**config.mk**
```make
export PLATFORM = sky130hd
export DESIGN_NAME = rot_step_sequencer_flat
export DESIGN_NICKNAME = d
export VERILOG_FILES = /design/src/rtl/rot_step_sequencer_pkg.sv /design/src/rtl/rot_step_sequencer_if.sv /design/src/rtl/rot_step_sequencer_tick_gen.sv /design/src/rtl/rot_step_sequencer.sv /design/src/flat_wrapper.sv
export SDC_FILE = /design/constraint.sdc
export NUM_CORES = 1
export LEC_CHECK = 0
export BUFFER_PORTS_ARGS = -buffer_cell sky130_fd_sc_hd__buf_2
export CORE_ASPECT_RATIO = 1.5
export CORE_MARGIN = 8
export CORE_UTILIZATION = 50
export CTS_CLUSTER_SIZE = 24
export DETAILED_ROUTE_END_ITERATION = 10
export PLACE_DENSITY = 0.79
export SLEW_MARGIN = 40
export SYNTH_ARGS = -nofsm -noshare
export SYNTH_HDL_FRONTEND = slang
export SYNTH_SLANG_ARGS = --single-unit
```
**constraint.sdc**
```tcl
create_clock -name clk -period 4.8 [get_ports clk]
set_clock_uncertainty 0.1 [all_clocks]
set_input_delay 0.72 -clock clk [delete_from_list [all_inputs] [get_ports clk]]
set_output_delay 0.72 -clock clk [all_outputs]
set_load 0.05 [all_outputs]
```
**src/rtl/rot_step_sequencer_pkg.sv**
```systemverilog
// Shared types and default parameters for the rotation step sequencer.
package rot_seq_pkg;

    localparam int unsigned N_DEFAULT        = 3;
    localparam int unsigned TICK_DIV_DEFAULT = 50_000_000;

    typedef enum logic [1:0] {
        IDLE,
        RUN,
        PAUSE
    } state_t;

endpackage

```
**src/rtl/rot_step_sequencer_if.sv**
```systemverilog
// Control/data bundle between the board-level controls and the sequencer.
// master = upstream driver of controls, slave = the sequencer itself.
interface rot_step_sequencer_if
    import rot_seq_pkg::*;
#(
    parameter int unsigned N = N_DEFAULT
);

    logic              load;
    logic [2**N-1:0]   din;
    logic              start;
    logic              stop;
    logic              dir;
    logic [2**N-1:0]   a_out;
    logic [N-1:0]      amt_out;
    logic              running;
    logic              step_pulse;
    logic              rev_done;

    modport master (
        output load, din, start, stop, dir,
        input  a_out, amt_out, running, step_pulse, rev_done
    );

    modport slave (
        input  load, din, start, stop, dir,
        output a_out, amt_out, running, step_pulse, rev_done
    );

endinterface

```
**src/rtl/rot_step_sequencer_tick_gen.sv**
```systemverilog
// Mod-TICK_DIV prescaler: counts while enabled, freezes otherwise, and
// flags the last count of each interval so the owner can step on the wrap.
module tick_gen #(
    parameter int unsigned TICK_DIV = 4
) (
    input  logic clk,
    input  logic rst,
    input  logic en_i,
    input  logic clr_i,
    output logic max_tick_o
);

    localparam int unsigned CW = (TICK_DIV > 2) ? $clog2(TICK_DIV) : 1;
    localparam logic [CW-1:0] LAST = CW'(TICK_DIV - 1);

    logic [CW-1:0] cnt_q, cnt_d;

    assign max_tick_o = en_i && (cnt_q == LAST);

    // Next count: clear wins, otherwise advance/wrap only while enabled.
    always_comb begin
        cnt_d = cnt_q;
        if (clr_i) begin
            cnt_d = '0;
        end else if (en_i) begin
            cnt_d = (cnt_q == LAST) ? '0 : cnt_q + CW'(1);
        end
    end

    // Counter register with asynchronous reset.
    always_ff @(posedge clk or posedge rst) begin
        if (rst) begin
            cnt_q <= '0;
        end else begin
            cnt_q <= cnt_d;
        end
    end

endmodule

```
**src/rtl/rot_step_sequencer.sv**
```systemverilog
// Upstream control stage for the right rotator: holds the data word and
// steps the rotation amount at a programmable rate under run/pause control.
module rot_step_sequencer
    import rot_seq_pkg::*;
#(
    parameter int unsigned N        = N_DEFAULT,
    parameter int unsigned TICK_DIV = TICK_DIV_DEFAULT
) (
    input  logic                 clk,
    input  logic                 reset,
    rot_step_sequencer_if.slave  ctrl
);

    localparam int unsigned W = 2**N;

    state_t         state_q, state_d;
    logic [W-1:0]   a_q, a_d;
    logic [N-1:0]   amt_q, amt_d;
    logic           running_q, running_d;
    logic           step_q, step_d;
    logic           rev_q, rev_d;
    logic           run_en;
    logic           max_tick;

    assign run_en = (state_q == RUN);

    tick_gen #(
        .TICK_DIV (TICK_DIV)
    ) u_tick (
        .clk        (clk),
        .rst        (reset),
        .en_i       (run_en),
        .clr_i      (ctrl.load),
        .max_tick_o (max_tick)
    );

    // Next state and outputs; load overrides everything, a step still
    // happens on the stop cycle because stepping is gated only by load.
    always_comb begin
        state_d = state_q;
        a_d     = a_q;
        amt_d   = amt_q;
        step_d  = 1'b0;
        rev_d   = 1'b0;
        if (ctrl.load) begin
            state_d = IDLE;
            a_d     = ctrl.din;
            amt_d   = '0;
        end else begin
            case (state_q)
                IDLE:    if (ctrl.start && !ctrl.stop) state_d = RUN;
                RUN:     if (ctrl.stop)                state_d = PAUSE;
                PAUSE:   if (ctrl.start && !ctrl.stop) state_d = RUN;
                default: state_d = IDLE;
            endcase
            if (max_tick) begin
                step_d = 1'b1;
                if (ctrl.dir) begin
                    amt_d = amt_q - N'(1);
                    rev_d = (amt_q == '0);
                end else begin
                    amt_d = amt_q + N'(1);
                    rev_d = (amt_q == '1);
                end
            end
        end
        running_d = (state_d == RUN);
    end

    // State and output registers with asynchronous reset.
    always_ff @(posedge clk or posedge reset) begin
        if (reset) begin
            state_q   <= IDLE;
            a_q       <= '0;
            amt_q     <= '0;
            running_q <= 1'b0;
            step_q    <= 1'b0;
            rev_q     <= 1'b0;
        end else begin
            state_q   <= state_d;
            a_q       <= a_d;
            amt_q     <= amt_d;
            running_q <= running_d;
            step_q    <= step_d;
            rev_q     <= rev_d;
        end
    end

    assign ctrl.a_out      = a_q;
    assign ctrl.amt_out    = amt_q;
    assign ctrl.running    = running_q;
    assign ctrl.step_pulse = step_q;
    assign ctrl.rev_done   = rev_q;

endmodule

```
**src/flat_wrapper.sv**
```systemverilog
// flat-port wrapper written by rule: the top's interface ports become plain ports
module rot_step_sequencer_flat import rot_seq_pkg::*;
#(
    parameter int unsigned N        = N_DEFAULT,
    parameter int unsigned TICK_DIV = TICK_DIV_DEFAULT
)
  (clk, reset, ctrl_load, ctrl_din, ctrl_start, ctrl_stop, ctrl_dir, ctrl_a_out, ctrl_amt_out, ctrl_running, ctrl_step_pulse, ctrl_rev_done);
  rot_step_sequencer_if #(.N(N)) ctrl_i ();
  input  logic clk;
  input  logic reset;
  input wire logic [$bits(ctrl_i.load)-1:0] ctrl_load;
  input wire logic [$bits(ctrl_i.din)-1:0] ctrl_din;
  input wire logic [$bits(ctrl_i.start)-1:0] ctrl_start;
  input wire logic [$bits(ctrl_i.stop)-1:0] ctrl_stop;
  input wire logic [$bits(ctrl_i.dir)-1:0] ctrl_dir;
  output wire logic [$bits(ctrl_i.a_out)-1:0] ctrl_a_out;
  output wire logic [$bits(ctrl_i.amt_out)-1:0] ctrl_amt_out;
  output wire logic [$bits(ctrl_i.running)-1:0] ctrl_running;
  output wire logic [$bits(ctrl_i.step_pulse)-1:0] ctrl_step_pulse;
  output wire logic [$bits(ctrl_i.rev_done)-1:0] ctrl_rev_done;
  assign ctrl_i.load = ctrl_load;
  assign ctrl_i.din = ctrl_din;
  assign ctrl_i.start = ctrl_start;
  assign ctrl_i.stop = ctrl_stop;
  assign ctrl_i.dir = ctrl_dir;
  assign ctrl_a_out = ctrl_i.a_out;
  assign ctrl_amt_out = ctrl_i.amt_out;
  assign ctrl_running = ctrl_i.running;
  assign ctrl_step_pulse = ctrl_i.step_pulse;
  assign ctrl_rev_done = ctrl_i.rev_done;
  rot_step_sequencer #(.N(N), .TICK_DIV(TICK_DIV)) u_core (.clk(clk), .reset(reset), .ctrl(ctrl_i));
endmodule
```
==> results_dict.tcl <==
set metrics [dict create \
    final_nets 247 \
    worstSetupStartpointType "flip-flop" \
    numCtsBuffers 5 \
    post_cts_resized 0 \
    cts_tree "built" \
    min_period_ps 2250 \
    fin_crit_sh 0.468 \
    rr_startpoint "u_core.u_tick.cnt_q[7]" \
    synth-adder-area-share 0.0156 \
    drt_pre_antenna_iters 4 \
    clock_sinks 42 \
    status "finished clean" \
    hold_start "u_core.ctrl.a_out[6]" \
    wirelength_um 4180 \
    synth_cell_types 45 \
    gr-total-overflow 0 \
    hold_buffers 0 \
    vias_per_cell 5.60 \
    min_path_type "reg -> reg" \
    power_w 0.000691 \
    h-tree-depth 2 \
    synth_area_leader_cell "dfrtp_1" \
    slowest_delay_ps 570 \
    io_buffer_count 27 \
    yosys.area_share.simple 0.250 \
    cap_violations 0 \
    crit_chain "or4_1, nor4_2, nand3_2, nand2_4, nor2_1" \
    crit_buf_inv 0 \
    gp_congestion 0.847 \
    p_leak_nw 1.06 \
    endpoint_kind "flip-flop" \
    antenna_found_initial 0 \
    maxSlewHeadroom 0.612 \
    synth_area_per_cell_um2 10.5 \
    crit_arrival_ps 2320 \
    die_y_um 95.2 \
    tightestPinTransition_ps 577 \
    start_util 0.505 \
    synth-xor-area-share 0.101 \
    yosysSeqAreaShare 0.503 \
    num_antenna_cells 0 \
    cts_buffer_depth 2 \
    setup_tns_ps 0 \
    cts_setup_buffers 0 \
    cp_top_family "simple AND/OR/NAND/NOR gates" \
    critPathKind "reg -> reg" \
    setup_viol 0 \
    yosysWarnings 0 \
    synth_ff_type "dfrtp_1" \
    setup_ws_ps 2550 \
    synth_mux_area_frac 0.0533 \
    cp_max_fo 19 \
    power_density_mw_per_mm2 291 \
    async_flop_share 1.00 \
    slew_violations 0 \
    row_count 29 \
    antenna_left 0 \
    synth_area_leaders "dfrtp_1 (50%), xor2_1 (8.8%), nor2_1 (5.4%), mux2_2 (4.8%), nand3_1 (3.4%)" \
    grt_max_degree 43 \
    rsz0062_at_grt "false" \
    synth.cell_area_mm2 0.00209 \
    route.detailed.wl_per_inst_um 15.0 \
    fmax_mhz 445 \
    irDropWorstVdd_mv 0.312 \
    root_buffer "clkbuf_8" \
    finalHoldViolCount 0 \
    cts.clk_slew.worst_paths_ps 70 \
    vias 1556 \
    syn_inst 200 \
    core_area_mm2 0.00414 \
    grt_use_total 0.144 \
    grt_pass1_vias 1613 \
    synth_seq_cells 42 \
    synthDominantCellAreaShare 0.503 \
    drive_gt1_frac 0.228 \
    synth_nets 216 \
    die_w_um 68.8 \
    drc 0 \
    hold_slack_ps 406 \
    clock_latency_ps 290 \
    crit_slowest_cell "or4_1" \
    synth-compound-area-share 0.0575 \
    syn2layout_area_growth_pct 13.6 \
    synth_edf_count 0 \
    hpwl_um 3060 \
    critPathRequiredTime_ps 4870 \
    synth_top_family_by_area "simple AND/OR/NAND/NOR gates" \
    place_ws_ps 2280 \
    die_area_mm2 0.00655 \
    num_io_pins 28 \
    grt_pass1_wl_um 7300 \
    crit_start "u_core.u_tick.cnt_q[7]" \
    drt_iter0_markers 31 \
]
[report_power, final]
group | internal, W | switching (W) | leakage (nW)
sequential | 0.000362 | 0.00000422 | 0.567
clock | 0.000145 | 0.000110 | 0.0575
combinational | 0.0000191 | 0.0000504 | 0.433
total | 0.000526 | 0.000165 | 1.06
[sequential cells by signal, summed over array words and instances (netlist names)]
name / cells
u_core.ctrl.running: 1
u_core.ctrl.step_pulse: 1
u_core.ctrl.amt_out: 3
u_core.state_q: 2
u_core.u_tick.cnt_q: 26
u_core.ctrl.a_out: 8
u_core.ctrl.rev_done: 1
[metal layers]
metal	GRT usage	share of wire	routed length [um]
met5	0	0	0
met4	0.0504	0.016	66
met3	0.0341	0.026	110
met2	0.253	0.56	2320
met1	0.164	0.40	1680
[synthesized netlist by cell type, types with 2 or more instances]
cell,instances
nand3_1,14
mux2_2,9
nor2b_1,2
inv_1,3
o21ai_0,2
nand4_1,9
xor2_1,21
and2_1,2
clkbuf_1,2
a21oi_1,7
nor2_1,30
xnor2_1,3
nand2b_1,3
dfrtp_1,42
nor4b_1,3
nor3_1,5
nor4_1,2
nand2_1,14
[worst reg2reg max path, cell delays in order, from the launching register on]
cell,delay (ps)
dfrtp_1,450
or4_1,570
nor4_2,430
nand3_2,230
nand2_4,270
nor2_1,80
[final cells by class]
class / count / area [um^2]
Fill cell: 372 / 1760
Sequential cell: 42 / 1050
Multi-Input combinational cell: 151 / 1000
Timing Repair Buffer: 28 / 143
Clock buffer: 8 / 110
Tap cell: 46 / 57.6
Inverter: 3 / 11.3
[cell usage in the layout, fill, tap and decap left out, drive strengths merged, types with 5 or more instances in the layout]
cell type / synthesis / final
nor2: 30 / 30
nor3: 5 / 5
nand4: 9 / 9
clkbuf: 2 / 8
dfrtp: 42 / 42
buf: 2 / 28
mux2: 9 / 9
nand3: 15 / 15
xor2: 21 / 21
a21oi: 7 / 7
nand2: 15 / 15
[final timing paths]
| path | cells after the start | slack, ps | end |
|---|---|---|---|
| max | 5 | 2550 | u_core.u_tick.cnt_q[5] |
| max in group asynchronous | 3 | 3810 | u_core.ctrl.a_out[2] |
| min in group asynchronous | 3 | 440 | u_core.ctrl.a_out[6] |
| max reg2reg | 5 | 2550 | u_core.u_tick.cnt_q[5] |
| min | 1 | 410 | u_core.ctrl.a_out[6] |
| min reg2reg | 1 | 410 | u_core.ctrl.a_out[6] |
[cells by family (layout without fill, tap and decap cells)]
kind of cell               Yosys count  in the layout
AOI/OAI and AO/OA                   18             18
xor gates and xnor gates            24             24
adders and majority gates            2              2
buffers and inverters                7             39
DFF                                 42             42
muxes                               10             10
and+or+nand+nor                     97             97
[stage by stage]
stage                     cell area, um^2  std cells   util
final                                2380        278  0.574
after global placement               2260        270  0.546
after floorplan                      2090        200      -
after CTS                            2370        278  0.573
after global routing                 2380        278  0.574
after detailed placement             2260        270  0.546
Power figures use the tool's default switching activity.
